$ cat src/rtl/regfile_bist_pkg.sv
// ---------------------------------------------------------------------------
// regfile_bist_pkg
//   Shared definitions for the register-file BIST initiator: sequencer state
//   encoding, register-file geometry and the constant test pattern words.
// ---------------------------------------------------------------------------
package regfile_bist_pkg;

  localparam int NUM_REGS     = 32;
  localparam int ADDR_W       = 5;
  localparam int DATA_W       = 32;
  localparam int NUM_PATTERNS = 5;
  localparam int PAT_W        = 3;

  typedef logic [ADDR_W-1:0] addr_t;
  typedef logic [PAT_W-1:0]  pat_t;
  typedef logic [DATA_W-1:0] word_t;

  // Constant data patterns; the fifth pattern (index 4) is the address itself.
  localparam word_t PAT_ZEROS = 32'h0000_0000;
  localparam word_t PAT_ONES  = 32'hFFFF_FFFF;
  localparam word_t PAT_AA    = 32'hAAAA_AAAA;
  localparam word_t PAT_55    = 32'h5555_5555;

  localparam pat_t  PAT_ADDR_IDX = 3'd4;
  localparam pat_t  LAST_PAT     = pat_t'(NUM_PATTERNS - 1);
  localparam addr_t LAST_ADDR    = addr_t'(NUM_REGS - 1);

  typedef enum logic [1:0] {
    ST_IDLE  = 2'd0,
    ST_WRITE = 2'd1,
    ST_READ  = 2'd2,
    ST_DONE  = 2'd3
  } state_e;

endpackage

$ cat src/rtl/regfile_bist_pattern.sv
// ---------------------------------------------------------------------------
// regfile_bist_pattern
//   Purely combinational pattern generator: maps (pattern index, register
//   address) to the 32-bit word written to / expected from that register.
//
//   pat_i   in   PAT_W   pattern index 0..4
//   addr_i  in   ADDR_W  register address
//   word_o  out  DATA_W  pattern word
// ---------------------------------------------------------------------------
module regfile_bist_pattern
  import regfile_bist_pkg::*;
(
  input  logic [PAT_W-1:0]  pat_i,
  input  logic [ADDR_W-1:0] addr_i,
  output logic [DATA_W-1:0] word_o
);

  always_comb begin
    word_o = PAT_ZEROS;
    case (pat_i)
      3'd0:         word_o = PAT_ZEROS;
      3'd1:         word_o = PAT_ONES;
      3'd2:         word_o = PAT_AA;
      3'd3:         word_o = PAT_55;
      PAT_ADDR_IDX: word_o = {{(DATA_W-ADDR_W){1'b0}}, addr_i};
      default:      word_o = PAT_ZEROS;
    endcase
  end

endmodule

$ cat src/rtl/regfile_bist.sv
// ---------------------------------------------------------------------------
// regfile_bist
//   Built-in self-test initiator for a 32x32 register file with one write port
//   and two asynchronous read ports. For each of five patterns it writes all
//   registers, then reads them back two at a time (port1 walks up, port2 walks
//   down) and compares in the same cycle.
//
//   Clk            in   1           clock, rising edge
//   Reset          in   1           synchronous active-high reset
//   Start          in   1           start a run (honoured in IDLE/DONE only)
//   ReadData1/2    in   32          regfile read data
//   WriteData      out  32          regfile write data
//   WriteRegister  out  5           regfile write address
//   RegWrite       out  1           regfile write enable
//   ReadRegister1/2 out 5           regfile read addresses
//   Busy           out  1           run in progress
//   Done           out  1           run finished, held until Start/Reset
//   Pass           out  1           Done with zero mismatches
//   FailCount      out  FAIL_CNT_W  saturating mismatch count
//   FirstFailAddr  out  5           register address of first mismatch
//   FirstFailPort  out  1           port of first mismatch (0=port1, 1=port2)
// ---------------------------------------------------------------------------
module regfile_bist
  import regfile_bist_pkg::*;
#(
  parameter int FAIL_CNT_W = 8,
  parameter bit CHECK_R0   = 1'b1
) (
  input  logic                  Clk,
  input  logic                  Reset,
  input  logic                  Start,
  input  logic [DATA_W-1:0]     ReadData1,
  input  logic [DATA_W-1:0]     ReadData2,
  output logic [DATA_W-1:0]     WriteData,
  output logic [ADDR_W-1:0]     WriteRegister,
  output logic                  RegWrite,
  output logic [ADDR_W-1:0]     ReadRegister1,
  output logic [ADDR_W-1:0]     ReadRegister2,
  output logic                  Busy,
  output logic                  Done,
  output logic                  Pass,
  output logic [FAIL_CNT_W-1:0] FailCount,
  output logic [ADDR_W-1:0]     FirstFailAddr,
  output logic                  FirstFailPort
);

  localparam int SUM_W = FAIL_CNT_W + 2;
  localparam logic [FAIL_CNT_W-1:0] CNT_MAX = '1;

  state_e                state_q;
  addr_t                 addr_q;
  pat_t                  pat_q;
  logic [FAIL_CNT_W-1:0] fail_cnt_q;
  logic [FAIL_CNT_W-1:0] fail_cnt_d;
  addr_t                 first_addr_q;
  logic                  first_port_q;
  logic                  first_seen_q;

  // Port2 walks the address space downwards; 5-bit subtraction never wraps.
  addr_t addr2;
  assign addr2 = LAST_ADDR - addr_q;

  word_t wr_word;
  word_t exp1_raw;
  word_t exp2_raw;

  regfile_bist_pattern u_pat_wr (
    .pat_i  (pat_q),
    .addr_i (addr_q),
    .word_o (wr_word)
  );

  regfile_bist_pattern u_pat_exp1 (
    .pat_i  (pat_q),
    .addr_i (addr_q),
    .word_o (exp1_raw)
  );

  regfile_bist_pattern u_pat_exp2 (
    .pat_i  (pat_q),
    .addr_i (addr2),
    .word_o (exp2_raw)
  );

  // Register 0 handling: either it must read as zero, or it is not compared.
  logic  is_read;
  logic  r0_port1;
  logic  r0_port2;
  logic  cmp_en1;
  logic  cmp_en2;
  word_t exp1;
  word_t exp2;
  logic  mis1;
  logic  mis2;

  assign is_read  = (state_q == ST_READ);
  assign r0_port1 = (addr_q == '0);
  assign r0_port2 = (addr2 == '0);
  assign exp1     = (CHECK_R0 && r0_port1) ? PAT_ZEROS : exp1_raw;
  assign exp2     = (CHECK_R0 && r0_port2) ? PAT_ZEROS : exp2_raw;
  assign cmp_en1  = is_read && (CHECK_R0 || !r0_port1);
  assign cmp_en2  = is_read && (CHECK_R0 || !r0_port2);
  assign mis1     = cmp_en1 && (ReadData1 != exp1);
  assign mis2     = cmp_en2 && (ReadData2 != exp2);

  // Saturating accumulate of 0..2 mismatches per read cycle. The sum is two
  // bits wider than the counter so any carry out means "clamp to all-ones".
  logic [SUM_W-1:0] fail_sum;
  always_comb begin
    fail_sum = {2'b00, fail_cnt_q}
             + {{(SUM_W-1){1'b0}}, mis1}
             + {{(SUM_W-1){1'b0}}, mis2};
    if (|fail_sum[SUM_W-1:FAIL_CNT_W]) begin
      fail_cnt_d = CNT_MAX;
    end else begin
      fail_cnt_d = fail_sum[FAIL_CNT_W-1:0];
    end
  end

  // Sequencer. Address advances every busy cycle; the 31 -> 0 wrap happens
  // only together with a phase change.
  always_ff @(posedge Clk) begin
    if (Reset) begin
      state_q      <= ST_IDLE;
      addr_q       <= '0;
      pat_q        <= '0;
      fail_cnt_q   <= '0;
      first_addr_q <= '0;
      first_port_q <= 1'b0;
      first_seen_q <= 1'b0;
    end else begin
      case (state_q)
        ST_IDLE, ST_DONE: begin
          if (Start) begin
            state_q      <= ST_WRITE;
            addr_q       <= '0;
            pat_q        <= '0;
            fail_cnt_q   <= '0;
            first_addr_q <= '0;
            first_port_q <= 1'b0;
            first_seen_q <= 1'b0;
          end
        end

        ST_WRITE: begin
          if (addr_q == LAST_ADDR) begin
            state_q <= ST_READ;
            addr_q  <= '0;
          end else begin
            addr_q  <= addr_q + addr_t'(1);
          end
        end

        ST_READ: begin
          fail_cnt_q <= fail_cnt_d;
          // Port1 wins when both ports miss in the same cycle.
          if (!first_seen_q && (mis1 || mis2)) begin
            first_seen_q <= 1'b1;
            first_addr_q <= mis1 ? addr_q : addr2;
            first_port_q <= !mis1;
          end
          if (addr_q == LAST_ADDR) begin
            addr_q <= '0;
            if (pat_q < LAST_PAT) begin
              state_q <= ST_WRITE;
              pat_q   <= pat_q + pat_t'(1);
            end else begin
              state_q <= ST_DONE;
            end
          end else begin
            addr_q <= addr_q + addr_t'(1);
          end
        end

        default: state_q <= ST_IDLE;
      endcase
    end
  end

  // Port drive is decoded straight from the registered state, so a write
  // that is in flight still lands on the edge that samples Reset.
  assign RegWrite      = (state_q == ST_WRITE);
  assign WriteRegister = RegWrite ? addr_q  : '0;
  assign WriteData     = RegWrite ? wr_word : '0;
  assign ReadRegister1 = is_read  ? addr_q  : '0;
  assign ReadRegister2 = is_read  ? addr2   : '0;

  assign Busy          = (state_q == ST_WRITE) || (state_q == ST_READ);
  assign Done          = (state_q == ST_DONE);
  assign Pass          = Done && (fail_cnt_q == '0);
  assign FailCount     = fail_cnt_q;
  assign FirstFailAddr = first_addr_q;
  assign FirstFailPort = first_port_q;

endmodule
$ cat config.mk
export PLATFORM = sky130hd
export DESIGN_NAME = regfile_bist
export DESIGN_NICKNAME = d
export VERILOG_FILES = /design/src/rtl/regfile_bist_pkg.sv /design/src/rtl/regfile_bist_pattern.sv /design/src/rtl/regfile_bist.sv
export SDC_FILE = /design/constraint.sdc
export NUM_CORES = 1
export LEC_CHECK = 0
export ABC_AREA = 1
export BUFFER_PORTS_ARGS = -buffer_cell sky130_fd_sc_hd__buf_2
export CORE_MARGIN = 2
export CORE_UTILIZATION = 51
export CTS_CLUSTER_DIAMETER = 60
export DETAILED_ROUTE_END_ITERATION = 7
export PLACE_DENSITY = 0.89
export SETUP_SLACK_MARGIN = 0.1
export SLEW_MARGIN = 20
export SYNTH_ARGS = -nofsm -noshare
export SYNTH_HDL_FRONTEND = slang
export SYNTH_SLANG_ARGS = --single-unit
export TNS_END_PERCENT = 30
$ cat constraint.sdc
create_clock -name Clk -period 6.4 [get_ports Clk]
set_input_delay 1.28 -clock Clk [delete_from_list [all_inputs] [get_ports Clk]]
set_output_delay 1.28 -clock Clk [all_outputs]
set_load 0.02 [all_outputs]
After elaboration in Yosys (flattened, before gate mapping)
Cells that the tools add are included.

storage, ports and cells
  flip-flop bits (word level) = 25
  latch bits = 0
  bits in writable memories = 0
  memory bits (read-only) = 0
  input bits = 67
  memories kept = 0

cells by class
  $add $sub $neg = 5
  multiply operators = 0
  divide/modulo/power cells = 0
  magnitude comparators = 1
  eq/ne operators = 15
  shift-type cells = 0
  muxes and demuxes = 31
  bitwise gates (word level) = 0
  reduce and logical (&&, ||, !) cells = 20

operators with widths
  operator                                                                  count
  32-bit one-hot mux with 4 select lines                                    2
  32-bit two-way mux                                                        3
  32-bit inequality test                                                    2
  5-bit two-way mux                                                         7
  5-bit one-hot mux with 2 select lines                                     2
  8-bit two-way mux                                                         2
  8-bit one-hot mux with 2 select lines                                     1
  9-bit by 1-bit adder with 10-bit output                                   1
  5-bit zero test                                                           2
  8-bit by 1-bit adder with 9-bit output                                    1
  3-bit two-way mux                                                         3
  8-bit zero test                                                           1
  2-bit two-way mux                                                         4
  2-bit by 1-bit inequality test with 1-bit output (second input constant)  4
  3-bit by 2-bit equality test with 1-bit output (second input constant)    2
  2-bit one-hot mux with 3 select lines                                     1
  3-bit one-hot mux with 2 select lines                                     1
  3-bit AND reduction                                                       2
  2-bit OR reduction                                                        3
  5-bit by 1-bit adder with 5-bit output (second input constant)            1
  5-bit equality test (second input constant)                               1
  5-bit subtractor (first input constant)                                   1
  2-bit equality test (second input constant)                               2
  1-bit logical AND                                                         4
  14 further kinds                                                          19

Longest topological paths before layout
  depth after elaboration = 10
  mapped depth = 25
  mapped depth without buffers = 25

By module
A second synthesis with hierarchy kept.

second synthesis, totals
  cell total of the unflattened synthesis = 810
  area total of the unflattened synthesis = 4235.3 sq um

by module, submodules not included
  module                instances  cells each  area each (sq um)  seq. area each (sq um)
  regfile_bist          1          675         3394.5             500.5
  regfile_bist_pattern  3          45          280.3              0.0

Worst setup path before layout
OpenSTA, ideal clock, no wires.

  kind = in2reg
  start point = input port ReadData1[20]
  end point = register fail_cnt_q[3] (netlist: FailCount[3])
  setup time = 0.132 ns
  arrival = 3.236 ns
  slack = 3.032 ns
  stages = 22
  path through = nor2_1 > nand2_1 > nor2_1 > nand2_1 > nand2_1 > nand2_1 > inv_1 > nand2_1 > nor2_4 > a21oi_1 > fa_1 > ha_1 > nand2_1 > nor2_1 > inv_1 > nor2_1 > nand2_1 > nor2_1 > nand2_1 > inv_1 > o21ai_0 > a21oi_1

on the way
  cells in the longest elaborated chain, start to end = 7

ends and longest elaborated chain
  element                                    RTL line             RTL
  start: declaration                         regfile_bist.sv:32   input logic [DATA_W-1:0] ReadData1,
  32-bit inequality test *                   regfile_bist.sv:103  assign mis1 = cmp_en1 && (ReadData1 != exp1);
  1-bit logical AND *                        regfile_bist.sv:103
  8-bit by 1-bit adder with 9-bit output *   regfile_bist.sv:111  + {{(SUM_W-1){1'b0}}, mis1}
  9-bit by 1-bit adder with 10-bit output *  regfile_bist.sv:112  + {{(SUM_W-1){1'b0}}, mis2};
  2-bit OR reduction                         regfile_bist.sv:113  if (|fail_sum[SUM_W-1:FAIL_CNT_W]) begin
  8-bit two-way mux *                        regfile_bist.sv:113
  8-bit one-hot mux with 2 select lines *    regfile_bist.sv:132  case (state_q)
  end signal: assignment                     regfile_bist.sv:155  fail_cnt_q <= fail_cnt_d;
  end: declaration                           regfile_bist.sv:53   logic [FAIL_CNT_W-1:0] fail_cnt_q;

Mark *: on every way between the ends. The rest lies on a longest branch, timed or not.
A chain may end at the register's enable or synchronous reset.

Worst setup path in the final report
  start point = register addr_q[0]
  end point = register fail_cnt_q[4] (netlist: FailCount[4])

on the way
  cells in the longest elaborated chain, start to end = 9

ends and longest elaborated chain
  element                                                                      RTL line                                  RTL
  start: declaration                                                           regfile_bist.sv:51                        addr_t addr_q;
  start signal: assignment                                                     regfile_bist.sv:150                       addr_q <= addr_q + addr_t'(1);
  start signal: assignment                                                     regfile_bist.sv:171                       addr_q <= addr_q + addr_t'(1);
  32-bit one-hot mux with 4 select lines (tied with other cells)               regfile_bist_pattern.sv:20                case (pat_i)
  32-bit two-way mux (tied with other cells)                                   regfile_bist.sv:99                        assign exp1 = (CHECK_R0 && r0_port1) ? PAT_ZEROS : exp1_raw;
  32-bit inequality test or 32-bit two-way mux (tied branches)                 regfile_bist.sv:103, regfile_bist.sv:100
  1-bit logical AND or 32-bit inequality test (tied branches)                  regfile_bist.sv:103, regfile_bist.sv:104
  8-bit by 1-bit adder with 9-bit output or 1-bit logical AND (tied branches)  regfile_bist.sv:111, regfile_bist.sv:104
  9-bit by 1-bit adder with 10-bit output *                                    regfile_bist.sv:112
  2-bit OR reduction                                                           regfile_bist.sv:113
  8-bit two-way mux *                                                          regfile_bist.sv:113
  8-bit one-hot mux with 2 select lines *                                      regfile_bist.sv:132

Marked as above.

==> summary.txt <==
Outcome: finished, final reports clean
Synth Area in Simple Gates: 42.73%
Overall Global Routing Usage: 23.19%
Net count reported at finish: 660
Ports: 132
M3 GR Usage: 3.647%
Crit start category: flop
Root buffer cell: clkbuf_8
Rel. slew slack: 59.37%
Largest net degree at the start of global routing: 19
Total core area: 0.005140 sq mm
Layout Skew: 0.004047 ns
Yosys reg bits: 25
Routing usage on met2: 43.42%
Clock-pin slew on the worst setup and hold paths: 0.09 ns
Slew Viols, Final: 0
Final setup fails: 0
EDFF count, synth: 0
P&R area growth vs syn: 19.55%
Top-count cell post-synth: nand2_1
Yosys warnings: 0
Initial DRC Count: 205
Tightest Hold Check Type: flop to flop
Final HPWL DP: 5.654 mm
Top cells by area, synth: nand2_1 19%, dfxtp_1 18%, nor2_1 10%
Yosys cell types: 35
Via count: 3,235
Synth Cell Area: 0.002726 sq mm
Final setup margin: 2.568 ns
Worst-skew pair later-pin latency: 0.27 ns
WHS Path Cells: 2
WP data required: 6.61 ns
Ys async rst share: 0%
Synth area leader: nand2_1
Multi-input gate area: 0.001705 sq mm
Initial antenna violation count: 0
Most Used Layer, Global Route: met2
Die Y: 77.12 um
Clock sinks: 25
Pwr dens: 191.6 mW/mm^2
Initial Util: 53.04%
Post-CTS Setup Inserts: 0
Number of core rows: 26
Post-synthesis compound-gate area fraction: 12.16%
Max-cap violation count: 0
Mean area per synthesized cell: 5.716 sq um
Yosys top cell area share: 19.41%
GRT met1 Usage: 28.27%
XOR/XNOR share of the synthesized area: 0.9637%
Storage cell area: 500.5 sq um
DRC: 0
GP Congestion: 0.9107
Post-synthesis mux area share: 0%
Most frequent cells after synthesis: 141 x nand2_1, 73 x nor2_1, 62 x inv_1
H-tree levels: 1
Vias in the first global route: 2,809
Final core occ: 63.41%
DR WL/cell: 10.84 um
RSZ-0062 raised after global routing: no
Final Hold Viols: 0
Setup Total Neg Slack: 0 ns
PostCTS Resize Cnt: 0
Hold buffer count at CTS: 0
Synth Area in Adders: 6.700%
Crit end category: flop
Total Wirelength: 7.025 mm
Kind of critical path: flop to flop
GRT Residual Overflow: 0
Layout cells sized above 1: 26.99%
Pre-antenna DRT Iters: 5
Number of port buffers: 131
Setup WS pre-CTS: 2.587 ns
Detail Route Antenna Nets: 0
Top FF cell, synth: dfxtp_1
Chip width: 77.12 um
Largest family of logic cells by synthesized area: simple AND/OR/NAND/NOR gates
Critical Path AT: 4.04 ns
Worst-case clock buffer depth: 2
Worst-path maximum fanout: 10
Final Cycle Share: 59.87%
Worst hold slack: 0.4788 ns
Dpl cells: 644
Sequential share of the synthesized area: 18.36%
Worst Tran Pin Value: 0.6072 ns
Via/cell ratio: 4.992
Mapped Cells: 477
Syn nets: 558
Total die area: 0.005947 sq mm
Fill cells: 527
Non-Filler Instances: 648
Period minus WS final: 3.832 ns
Peak supply drop: 0.0001625 V
First-pass GRT wire length: 11.79 mm
Fmax: 261.0 MHz
CTS Buf Count: 3
P_leak: 0.001889 uW
Worst R2R Path Depth: 24
TritonCTS clock tree: done
N_diodes: 0
critical path: stages, from the launching register on:
cell	delay, ns
dfxtp_1	0.53
ha_1	0.20
inv_1	0.06
nor3_1	0.17
ha_1	0.25
clkinv_1	0.23
nand3_1	0.26
nand2_1	0.07
nand2_1	0.06
nand2_1	0.04
nand3_1	0.06
nor2_1	0.05
a31oi_1	0.24
fa_1	0.24
ha_1	0.17
nand2_1	0.07
nor2_1	0.09
inv_1	0.06
nor2_1	0.12
nand2_1	0.08
nor2_1	0.20
nand2_1	0.15
o21ai_0	0.13
nand2_1	0.09
a21oi_1	0.12
layer usage:
metal / routed length [um] / vias to the layer above
li1: - / 1667
met1: 3046 / 1433
met2: 3441 / 128
met3: 498 / 7
met4: 38 / 0
met5: 0 / -
metrics by stage:
step | instance area [sq um] | total power [uW]
2_1_floorplan | 2726 | 467.4
3_3_place_gp | 3213 | 520.7
3_5_place_dp | 3213 | 529.1
4_1_cts | 3259 | 624.1
5_1_grt | 3259 | 674.8
6_report | 3259 | 624.3
layout by cell type, fill, tap and decap left out:
cell type and instances:
nand4_1 3, nand3b_1 5, a211oi_1 2, o31ai_1 1, fa_1 1, clkinv_1 2, buf_2 131, nand3_1 35
o21ai_2 2, clkinv_2 1, inv_6 1, a21oi_1 31, nor2_1 73, nand3_2 2, nand2_1 141, a21oi_4 1
dfxtp_1 25, a21oi_2 1, o21ai_1 1, inv_2 4, o211ai_1 1, xor2_1 2, nor4_1 2, xnor2_1 1
inv_1 62, a31oi_1 1, nor2_4 4, nand2_2 6, o21ai_0 15, nor3_1 3, ha_1 13, a221oi_1 2
clkbuf_8 3
logic make-up after synthesis:
| family | count (synthesis) |
|---|---|
| adders and majority gates | 14 |
| and+or+nand+nor | 274 |
| xor gates and xnor gates | 3 |
| buffers and inverters | 103 |
| AOI/OAI and AO/OA | 58 |
| DFF | 25 |
final timing paths:
| kind | from | end | slack (ns) |
|---|---|---|---|
| worst min-delay path | FirstFailPort | FirstFailPort | 0.48 |
| worst min register to register | FirstFailPort | FirstFailPort | 0.48 |
| worst max-delay path | addr_q[0] | FailCount[4] | 2.57 |
| worst max register to register | addr_q[0] | FailCount[4] | 2.57 |
final cells by class:
cell class                      count  area share [%]
Inverter                           69           8.100
Multi-Input combinational cell    349           52.32
Tap cell                           70           2.687
Sequential cell                    25           15.36
Timing Repair Buffer              131           20.12
Clock inverter                      1          0.1536
Clock buffer                        3           1.267
report_power, final:
group	internal [uW]	switching [uW]
combinational	111	229
clock	43.6	51.7
sequential	172	16.7
state kept, by name, indices dropped and copies added, names as in the netlist:
register and cells:
FirstFailAddr 5, addr_q 5, FailCount 8, FirstFailPort 1
state_q 2, pat_q 3, first_seen_q 1
No activity file was read; power rests on OpenSTA's default activity.
